## src/rtl/cmm_apb2hst_mc.sv

```systemverilog
// APB4 slave to multi-channel register host bridge.
// Each APB transfer is decoded to one host channel, a single-cycle request is
// issued on that channel, and the bridge holds the APB access in wait states
// until the channel acknowledges or the timeout expires.
//
// state | meaning
// IDLE  | waiting for an APB setup phase; latches the transfer
// REQ   | hst_req pulsed this cycle; ack already accepted here
// WAIT  | waiting for ack on the selected channel, counting towards timeout
// RESP  | response captured; pready raised on the second RESP cycle
module cmm_apb2hst_mc #(
    parameter int C_AW        = 32,
    parameter int C_NCH       = 4,
    parameter int C_CH_AW     = 12,
    parameter int C_TMO       = 16,
    parameter int C_PRIV_ONLY = 0
) (
    input  logic                  apb_pclk,
    input  logic                  apb_presetn,
    input  logic                  apb_psel,
    input  logic                  apb_penable,
    input  logic                  apb_pwrite,
    input  logic [2:0]            apb_pprot,
    input  logic [C_AW-1:0]       apb_paddr,
    input  logic [31:0]           apb_pwdata,
    input  logic [3:0]            apb_pwstrb,
    output logic                  apb_pready,
    output logic [31:0]           apb_prdata,
    output logic                  apb_pslverr,
    output logic [C_NCH-1:0]      hst_req,
    output logic [C_AW-1:0]       hst_addr,
    output logic                  hst_wen,
    output logic [3:0]            hst_sel,
    output logic [31:0]           hst_wdat,
    input  logic [C_NCH-1:0]      hst_ack,
    input  logic [C_NCH-1:0]      hst_err,
    input  logic [32*C_NCH-1:0]   hst_rdat
);

    localparam int CW = (C_NCH > 1) ? $clog2(C_NCH) : 1;
    // One bit wider than the address so the window limit never overflows.
    localparam logic [C_AW:0] LIMIT = (C_AW+1)'(C_NCH) << C_CH_AW;

    typedef enum logic [1:0] {IDLE, REQ, WAIT, RESP} state_t;

    state_t              state, state_nxt;
    logic [7:0]          cnt, cnt_nxt;
    logic [CW-1:0]       ch, ch_nxt;
    logic [C_NCH-1:0]    req_nxt;
    logic [C_AW-1:0]     addr_nxt;
    logic                wen_nxt;
    logic [3:0]          sel_nxt;
    logic [31:0]         wdat_nxt;
    logic                pready_nxt;
    logic [31:0]         prdata_nxt;
    logic                pslverr_nxt;

    logic                setup;
    logic                fault;
    logic [CW-1:0]       ch_in;
    logic                ack_hit;
    logic                err_hit;
    logic [31:0]         rdat_sel;
    logic                tmo_hit;
    logic                unused_prot;

    assign setup       = apb_psel && !apb_penable;
    assign ch_in       = apb_paddr[C_CH_AW +: CW];
    assign fault       = ({1'b0, apb_paddr} >= LIMIT) ||
                         ((C_PRIV_ONLY != 0) && !apb_pprot[0]);
    assign ack_hit     = hst_ack[ch];
    assign err_hit     = hst_err[ch];
    assign rdat_sel    = hst_rdat[32*ch +: 32];
    assign tmo_hit     = (cnt == 8'(C_TMO));
    assign unused_prot = ^apb_pprot[2:1];

    // State and all registered outputs; async reset drops any in-flight transfer.
    always_ff @(posedge apb_pclk or negedge apb_presetn) begin
        if (!apb_presetn) begin
            state       <= IDLE;
            cnt         <= '0;
            ch          <= '0;
            hst_req     <= '0;
            hst_addr    <= '0;
            hst_wen     <= 1'b0;
            hst_sel     <= '0;
            hst_wdat    <= '0;
            apb_pready  <= 1'b0;
            apb_prdata  <= '0;
            apb_pslverr <= 1'b0;
        end else begin
            state       <= state_nxt;
            cnt         <= cnt_nxt;
            ch          <= ch_nxt;
            hst_req     <= req_nxt;
            hst_addr    <= addr_nxt;
            hst_wen     <= wen_nxt;
            hst_sel     <= sel_nxt;
            hst_wdat    <= wdat_nxt;
            apb_pready  <= pready_nxt;
            apb_prdata  <= prdata_nxt;
            apb_pslverr <= pslverr_nxt;
        end
    end

    // Next-state decision; a dropped psel mid-access returns to IDLE silently.
    always_comb begin
        state_nxt = state;
        case (state)
            IDLE: if (setup) state_nxt = fault ? RESP : REQ;
            REQ, WAIT: begin
                if (!apb_psel)               state_nxt = IDLE;
                else if (ack_hit || tmo_hit) state_nxt = RESP;
                else                         state_nxt = WAIT;
            end
            RESP: if (apb_pready) state_nxt = IDLE;
            default: state_nxt = IDLE;
        endcase
    end

    // Next values of the registered outputs, latched transfer fields and timer.
    always_comb begin
        cnt_nxt     = cnt;
        ch_nxt      = ch;
        req_nxt     = '0;
        addr_nxt    = hst_addr;
        wen_nxt     = hst_wen;
        sel_nxt     = hst_sel;
        wdat_nxt    = hst_wdat;
        pready_nxt  = 1'b0;
        prdata_nxt  = apb_prdata;
        pslverr_nxt = apb_pslverr;
        case (state)
            IDLE: begin
                prdata_nxt  = '0;
                pslverr_nxt = 1'b0;
                if (setup) begin
                    ch_nxt   = ch_in;
                    addr_nxt = apb_paddr;
                    wen_nxt  = apb_pwrite;
                    sel_nxt  = apb_pwrite ? apb_pwstrb : 4'hF;
                    wdat_nxt = apb_pwdata;
                    if (fault) begin
                        pslverr_nxt = 1'b1;
                    end else begin
                        req_nxt = C_NCH'(1) << ch_in;
                        cnt_nxt = 8'd1;
                    end
                end
            end
            REQ, WAIT: begin
                if (apb_psel) begin
                    if (ack_hit) begin
                        prdata_nxt  = hst_wen ? 32'h0 : rdat_sel;
                        pslverr_nxt = err_hit;
                    end else if (tmo_hit) begin
                        prdata_nxt  = 32'hDEAD_0000 | {{(32-CW){1'b0}}, ch};
                        pslverr_nxt = 1'b1;
                    end else begin
                        cnt_nxt = cnt + 8'd1;
                    end
                end
            end
            RESP: begin
                if (!apb_pready) begin
                    pready_nxt = 1'b1;
                end else begin
                    prdata_nxt  = '0;
                    pslverr_nxt = 1'b0;
                end
            end
            default: ;
        endcase
    end

endmodule

```

## config.mk

```make
export PLATFORM = sky130hd
export DESIGN_NAME = cmm_apb2hst_mc
export DESIGN_NICKNAME = d
export VERILOG_FILES = /design/src/rtl/cmm_apb2hst_mc.sv
export SDC_FILE = /design/constraint.sdc
export NUM_CORES = 1
export LEC_CHECK = 0
export CORE_MARGIN = 4
export CORE_UTILIZATION = 25
export DETAILED_ROUTE_END_ITERATION = 8
export DONT_BUFFER_PORTS = 1
export HOLD_SLACK_MARGIN = 0.1
export PLACE_DENSITY = 0.43
export SLEW_MARGIN = 20
export SYNTH_ARGS = -nofsm -noshare
export SYNTH_HDL_FRONTEND = slang
export SYNTH_SLANG_ARGS = --single-unit
export TNS_END_PERCENT = 1
```

## constraint.sdc

```tcl
create_clock -name apb_pclk -period 2.84 [get_ports apb_pclk]
set_input_delay 0.71 -clock apb_pclk [delete_from_list [all_inputs] [get_ports apb_pclk]]
set_output_delay 0.71 -clock apb_pclk [all_outputs]
set_load 0.02 [all_outputs]
```

==> out/qor.tcl <==
set qor(outcome) {finished clean}
set qor(die-height_um) 157
set qor(wire_length_of_the_first_global_routing_pass_um) 23000
set qor(fin_crit_ns) 2.18
set qor(clk_slew_on_worst_s_h_paths_ns) 0.05
set qor(synth_cells) 416
set qor(floorplan.die.width_um) 157
set qor(tritoncts) {built}
set qor(setup.worst_path.start_class) {flop}
set qor(grt.total_usage) 0.123
set qor(timing_worst_slew_pin_value_ns) 0.566
set qor(holdCritPathClass) {in -> async}
set qor(timing.critical_path.to_type) {flop}
set qor(buffer_ports.inserted) 0
set qor(synth_sequential_area_ratio) 0.525
set qor(vias) 3566
set qor(cts_made_buffers) 17
set qor(post_drt_wl_per_cell_um) 22.6
set qor(dp_hpwl_um) 11700
set qor(post_drt_via_cell_ratio) 5.04
set qor(hold_violations) 0
set qor(global_route_overflow) 0
set qor(required_ns) 3.13
set qor(path_max_fanout) 47
set qor(drt_iter0_drc) 148
set qor(peakVddDrop_mv) 0.402
set qor(placeable_area_mm2) 0.0219
set qor(clock_latency_at_the_later_pin_of_the_worst_skew_pair_ns) 0.41
set qor(final_min_period_over_clock_period) 0.768
set qor(die_area_mm2) 0.0247
set qor(totalNegativeSetupSlack_ns) 0
set qor(power_leakage_nw) 2.67
set qor(insertedDiodeCount) 0
set qor(fraction_of_layout_instances_using_a_drive_strength_above_1) 0.330
set qor(critPathKind) {reg -> reg}
set qor(grt_max_degree) 118
set qor(cts_post_setup_buffers_inserted) 0
set qor(cts.sink_count) 117
set qor(floorplan.initialDensity) 0.255
set qor(ys_types) 38
set qor(drc) 0
set qor(cts_root_buffer) {clkbuf_16}
set qor(postCtsResizedCells) 0
set qor(initial_antenna_violation_count) 0
set qor(drtPass1Iterations) 6
set qor(synth.ff_latch_count) 117
set qor(drt-total-wl_um) 16000
set qor(first_global_vias) 3825
set qor(crit-reg2reg-launch) {state[0]}
set qor(ctsHtreeMaxLevel) 4
set qor(design.portCount) 319
set qor(filler_cell_count) 2204
set qor(fp-row-count) 54
set qor(cp.arrival_ns) 2.47
set qor(final_slew_viol_count) 0
set qor(layout.core_utilization) 0.297
set qor(area_growth_syn_to_layout_pct) 16.7
set qor(avgSynthCellArea_um2) 13.4
set qor(timing.clock.skew_ns) 0.0141
set qor(final_nets) 632
set qor(setup-violations-final) 0
set qor(synthesis.area_mm2) 0.00557
set qor(routabilityCongestion) 0.810
set qor(yosysWarningCount) 0
set qor(setup_repair_after_global_routing_missed_its_margin) {no}
set qor(slew-limit-headroom) 0.623
set qor(critPathLaunch) {state[0]}
set qor(maxcap_violations) 0
set qor(power-per-cell-area_mw_per_mm2) 1360
set qor(max_freq_mhz) 458
set qor(postRouteAntennaNets) 0
set qor(syn_nets) 632
set qor(cts.path.max_buffers) 2
[cell type report]
class,count,area [um^2],area share
well taps,280,350,0.0538
repair buffers,8,104,0.0160
clock buffers,22,484,0.0744
clock inverters,8,124,0.0190
multi-input cells,263,2480,0.381
flip-flops and latches,117,2930,0.450
inverters,9,33.8,0.00519
[cells in the mapped netlist (all sizes together)]
cell type	n	share of area
dfrtp	117	0.53
mux2	66	0.13
o21ai	41	0.037
mux4	32	0.13
nand2	26	0.018
a22o	20	0.031
buf	20	0.019
nor2b	17	0.019
a21oi	9	0.0081
inv	8	0.0054
clkbuf	7	0.0047
nor2	7	0.0047
o31ai	6	0.0099
nor3	5	0.0045
nor4	5	0.0083
ha	4	0.0090
nand2b	4	0.0045
nand3	4	0.0036
a31oi	3	0.0034
mux2i	2	0.0036
o22ai	2	0.0022
o32a	2	0.0036
a221o	1	0.0018
and4b	1	0.0018
clkinv	1	0.00067
nand3b	1	0.0013
nand4	1	0.0011
nor3b	1	0.0013
nor4b	1	0.0016
o21a	1	0.0013
or3	1	0.0011
[cells in the final DEF, fill, tap and decap left out, drive strengths merged]
cell        n
a21oi       9
a221o       1
a22o       20
a31oi       3
and4b       1
buf         7
bufinv      3
clkbuf     23
clkinv      4
clkinvlp    2
dfrtp     117
ha          4
inv         8
mux2       66
mux2i       2
mux4       32
nand2      26
nand2b      4
nand3       4
nand3b      1
nand4       1
nor2        7
nor2b      17
nor3        5
nor3b       1
nor4        5
nor4b       1
o21a        1
o21ai      41
o22ai       2
o31ai       6
o32a        2
or3         1
[critical path, cell delays in order (launching register included)]
cell and delay (ns):
dfrtp_1 0.35, inv_1 0.06, ha_1 0.30, buf_4 0.21, clkinv_1 0.06, buf_4 0.15, a21oi_1 0.06, a221o_2 0.41
buf_12 0.19, a22o_1 0.26
[sequential cells by signal, summed over array words and instances, names as in the netlist]
| name | flops |
|---|---|
| apb_prdata | 32 |
| hst_addr | 32 |
| hst_wdat | 32 |
| cnt | 8 |
| hst_req | 4 |
| hst_sel | 4 |
| state | 2 |
| apb_pready | 1 |
| apb_pslverr | 1 |
| hst_wen | 1 |
[metrics by stage]
step / power [mW] / cells / cell area [um^2] / hold slack (ns) / worst slack [ns]
6_report: 8.86 / 707 / 6510 / 0.00341 / 0.659
5_1_grt: 9.44 / 707 / 6510 / -0.0326 / 0.532
4_1_cts: 9.02 / 706 / 6490 / -0.0288 / 0.485
3_5_place_dp: 6.75 / 676 / 5890 / 0.421 / 0.301
3_3_place_gp: 6.66 / 676 / 5890 / 0.420 / 0.368
2_1_floorplan: 5.95 / 416 / 5570 / 0.414 / 0.712
[path summary, 6_finish.rpt]
kind                       cells after the start             end  slack, ns
min in group apb_pclk                          1      hst_req[0]       0.37
max                                            9  apb_prdata[20]       0.66
min reg2reg                                    1          cnt[7]       0.48
max in group asynchronous                      0    hst_wdat[20]       2.63
max reg2reg                                    9  apb_prdata[20]       0.66
min                                            0  apb_prdata[10]      0.003
[cell families (layout without fill, tap and decap cells)]
group,count (synthesis),count (layout),share of synthesized area
flops,117,117,0.525
mux,100,100,0.267
compound gates,85,85,0.0985
simple gates,74,74,0.0705
buf+inv,36,47,0.0299
fa+ha+maj,4,4,0.00898
[power breakdown]
| group | switching [mW] | internal (mW) |
|---|---|---|
| sequential | 1.47 | 2.43 |
| clock | 0.748 | 1.46 |
| combinational | 1.38 | 1.37 |
| total | 3.60 | 5.26 |
[layer usage]
metal,GRT usage,part of all wire
met1,0.147,0.39
met2,0.199,0.50
met3,0.0520,0.099
met4,0.0455,0.019
met5,0,0
Note: power is estimated with default switching activity, not from simulation.
==> variant 1: new RTL, config.mk and constraints unchanged <==
Change the parameter `C_NCH` from 4 to 2.
--- a/src/rtl/cmm_apb2hst_mc.sv
+++ b/src/rtl/cmm_apb2hst_mc.sv
@@ -11,5 +11,5 @@
 module cmm_apb2hst_mc #(
     parameter int C_AW        = 32,
-    parameter int C_NCH       = 4,
+    parameter int C_NCH       = 2,
     parameter int C_CH_AW     = 12,
     parameter int C_TMO       = 16,
Ports: changed (resized hst_ack, hst_err, hst_rdat and hst_req); port bits go from 319 to 249. The function was not compared with the original's and may differ.
==> variant 1 against the unedited design <==
- worst setup slack worse by 320 ps
- sequential cell count decreased by 2
- count of clock-buffer cells in the layout decreased by 3
- power shrank 5.2%
- design area is 4.4% lower
- first-iteration DRC count rose by 16%
- synthesized area is 3.4% lower
- clock skew fell by 4.6 ps
- clock power shrank 5%
- wire length decreased by 7.8%
==> variant 1: results (changes against the unedited design) <==
stage,metric,value,unit,change
place,Placed Area,5640,um2,-4.1%
synth,sequential fraction of the synthesis area,53.4,%,+0.91 points
grt,largest net degree at the start of global routing,116,,-1.7%
setup_path,crit path from,cnt[0]$_DFFE_PN0P_,,
finish,nets,699,,+11%
setup_path,worst reg-to-reg setup slack,340,ps,-320 ps
detailed_routing,drt total wl,14.7,mm,-7.8%
setup_path,Crit Path Max Fanout,30,,-36%
setup_path,CP arrival,2820,ps,+350 ps
place,GPL Wtd Cong,0.769,,-5.1%
timing,clock skew,9.46,ps,-4.63 ps
pwr,clk pwr,2.09,mW,-5%
place,Placed Instances,807,,+19%
pwr,VDD IR max,0.000359,V,-11%
finish,Largest regs,"apb_prdata: 32 flops, hst_addr: 32 flops, hst_wdat: 32 flops",,
grt,first-pass GRT wire length,23.1,mm,+0.42%
synth,main area contributors after synthesis,"dfrtp_1 53%, nand2_1 14%, mux2i_1 7.8%, mux2_4 5.6%, nor2_1 2.4%",,
setup_path,worst r2r path cells,8,,-1
place,Place WS,183,ps,-118 ps
timing,Slew HR,35.8,%,-26 points
synth,Cells after Synth,556,,+34%
finish,layout cells sized above 1,13.1,%,-20 points
pwr,seq pwr,3.76,mW,-4%
synth,mux share of post-synthesis cell area,14.6,%,-12 points
synth,Post-synth ARST share,100,%,unchanged
pwr,Leak,3.05,nW,+14%
detailed_routing,TritonRoute pass-1 iters,4,,-2
run_status,status,"finished, final reports clean",,
setup_path,Critical Path Sink,apb_prdata[21]$_DFFE_PN0P_,,
detailed_routing,DRT iter0 DRCs,171,,+16%
synth,"top cells by count, synth","205 x nand2_1, 115 x dfrtp_1, 42 x mux2i_1",,
timing,hold slack final,0.235,ps,-3.18 ps
setup_path,max incr delay on CP,770,ps,+360 ps
pwr,Final Total Pwr,8.40,mW,-5.2%
grt,Tot GR Track Use,12.2,%,-0.11 points
setup_path,CP max-delay cell,a21o_2,,
finish,fill count,2214,,+0.45%
synth,Synth Area in Compound Gates,5.55,%,-4.3 points
grt,vias in the first global route,4016,,+5.0%
synth,adder-cell share of the synthesized area,0.929,%,+0.032 points
synth,library cells used by synthesis,39,,+2.6%
finish,Antenna diodes,0,,unchanged
detailed_routing,DR vias,3793,,+6.4%
clock_network,post-CTS setup buffer count,0,,unchanged
pwr,Pint,4.79,mW,-9.0%
## variant 1: final cells by class
| class | instances | area, um2 | share of cell area, % |
|---|---|---|---|
| Clock inverter | 13 | 125 | 2.01 |
| Inverter | 18 | 67.6 | 1.09 |
| Multi-Input combinational cell | 391 | 2280 | 36.6 |
| Tap cell | 275 | 344 | 5.53 |
| Timing Repair Buffer | 8 | 72.6 | 1.17 |
| Clock buffer | 19 | 453 | 7.28 |
| Sequential cell | 115 | 2880 | 46.3 |
## variant 1: routing by layer
| layer | wire, um | vias up | GRT usage (%) |
|---|---|---|---|
| li1 | - | 1797 | - |
| met1 | 6060 | 1800 | 14.6 |
| met2 | 6870 | 185 | 19.9 |
| met3 | 1620 | 11 | 5.26 |
| met4 | 185 | 0 | 3.99 |
| met5 | 0 | - | 0 |
## variant 1: logic make-up after synthesis
group	count (synthesis)
compound gates	43
fa+ha+maj	4
buf+inv	50
flops	115
mux	67
simple gates	277
==> variant 2: new RTL, same settings <==
Without the edit above. The 4 states of `state_t` get a one-hot encoding in 4 bits.
--- a/src/rtl/cmm_apb2hst_mc.sv
+++ b/src/rtl/cmm_apb2hst_mc.sv
@@ -42,5 +42,5 @@
     localparam logic [C_AW:0] LIMIT = (C_AW+1)'(C_NCH) << C_CH_AW;
 
-    typedef enum logic [1:0] {IDLE, REQ, WAIT, RESP} state_t;
+    typedef enum logic [3:0] {IDLE = 4'b0001, REQ = 4'b0010, WAIT = 4'b0100, RESP = 4'b1000} state_t;
 
     state_t              state, state_nxt;
Function: no difference found for any inputs over 4 cycles, from zero or initial values and one cycle with apb_presetn low; so few cycles prove little.
==> variant 2 against the unedited design <==
- the run now ends with negative hold slack left
- non-clock buffer count is 2 higher
- wire length is 8.4% higher
- sequential share of layout area is 1.1 points lower
- hold slack worse by 14 ps
- global-route usage is 0.60 points higher
- sequential cell count is 2 higher
- design area is 4.3% higher
- worst setup slack worse by 120 ps
- power is 14% lower
- core utilization hardly changed
- synthesized area is 4.8% higher
- fmax is 5.2% lower
- largest cell class unchanged
- largest power group unchanged
==> variant 2: results (changes against the unedited design) <==
stage,metric,value,unit,change
detailed_routing,Vias/cell,4.82,,-4.5%
synth,main area contributors after synthesis,"dfrtp_1 51%, mux2_2 13%, mux4_2 12%, o21ai_0 3.3%, nand2_1 2.8%",,
timing,clock skew,10.5,ps,-3.61 ps
setup_path,CP arrival,2580,ps,+110 ps
setup_path,FF-to-FF End,apb_prdata[26]$_DFFE_PN0P_,,
timing,Slew @ Worst Pin,892,ps,+326 ps
detailed_routing,TritonRoute pass-1 iters,4,,-2
setup_path,worst r2r path cells,5,,-4
place,Placed Area,6180,um2,+5.1%
run_status,failing checks,negative hold slack,,
setup_path,Top delay family on crit path,multiplexers,,
place,HPWL after DPL,12.9,mm,+10%
finish,nets,676,,+7.0%
grt,antenna violations before repair,1,,+1
setup_path,crit path from,hst_addr[12]$_DFFE_PN0P_,,
timing,Final Hold Fails,25,,+25
synth,library cells used by synthesis,45,,+18%
setup_path,worst reg-to-reg setup slack,540,ps,-120 ps
pwr,VDD IR max,0.000461,V,+15%
place,GPL Wtd Cong,0.738,,-8.9%
timing,hold slack final,-11.0,ps,-14.4 ps
run_status,status,"finished, violations left",,
grt,vias in the first global route,4049,,+5.9%
setup_path,max incr delay on CP,660,ps,+250 ps
synth,sequential fraction of the synthesis area,51.0,%,-1.6 points
[variant 2: cell types whose count changed after synthesis, sizes merged, moves of 5 or more]
| cell | unedited run | this run |
|---|---|---|
| nand2b | 4 | 22 |
| a22o | 20 | 1 |
| clkbuf | 7 | 16 |
| o31ai | 6 | 1 |
| nor2 | 7 | 13 |
| buf | 20 | 15 |
| o21ai | 41 | 59 |
| nand2 | 26 | 43 |
[variant 2: cell families (layout without fill, tap and decap cells)]
family / count (synthesis) / count (layout) / synth area share (%)
AO/OA/AOI/OAI: 82 / 82 / 8.16
XOR/XNOR: 1 / 1 / 0.150
adder cells (fa/ha/maj): 2 / 2 / 0.428
buffers and inverters: 35 / 46 / 3.45
flip-flops: 119 / 119 / 51.0
multiplexers: 104 / 104 / 26.1
other: 0 / 1 / 0
AND/OR/NAND/NOR: 121 / 121 / 10.8
[variant 2: layer usage]
metal	vias to the layer above	routed length (um)	global-route usage, %
met5	-	0	0
met4	0	180	3.88
met3	11	1400	4.75
met2	188	9100	22.3
met1	1908	6650	15.0
li1	1693	-	-
[variant 2: repair_timing]
action | in CTS | in global routing
setup endpoints to repair | 0 | 0
endpoints found under the hold margin | 118 | 118
buffers inserted | 0 | 0
[variant 2: per-stage QoR]
step	util [%]	instances	power, mW	setup WS, ps
after global routing	29.7	789	8.00	405
after CTS	29.7	788	7.73	526
after global placement	27.1	756	5.40	327
final	29.7	789	7.59	538
after floorplan	-	464	4.89	683
after detailed placement	27.1	756	5.45	177
[variant 2: final cells by class]
cell class                 instances  area [um2]  share of cell area, %
clock buffer                      18         429                   6.32
sequential                       119        2980                   43.9
clock inverter                    14         174                   2.56
antenna                            1        2.50                 0.0369
multi-input combinational        310        2680                   39.5
tap                              313         392                   5.77
inverter                           4        15.0                  0.221
timing repair buffer              10         113                   1.66
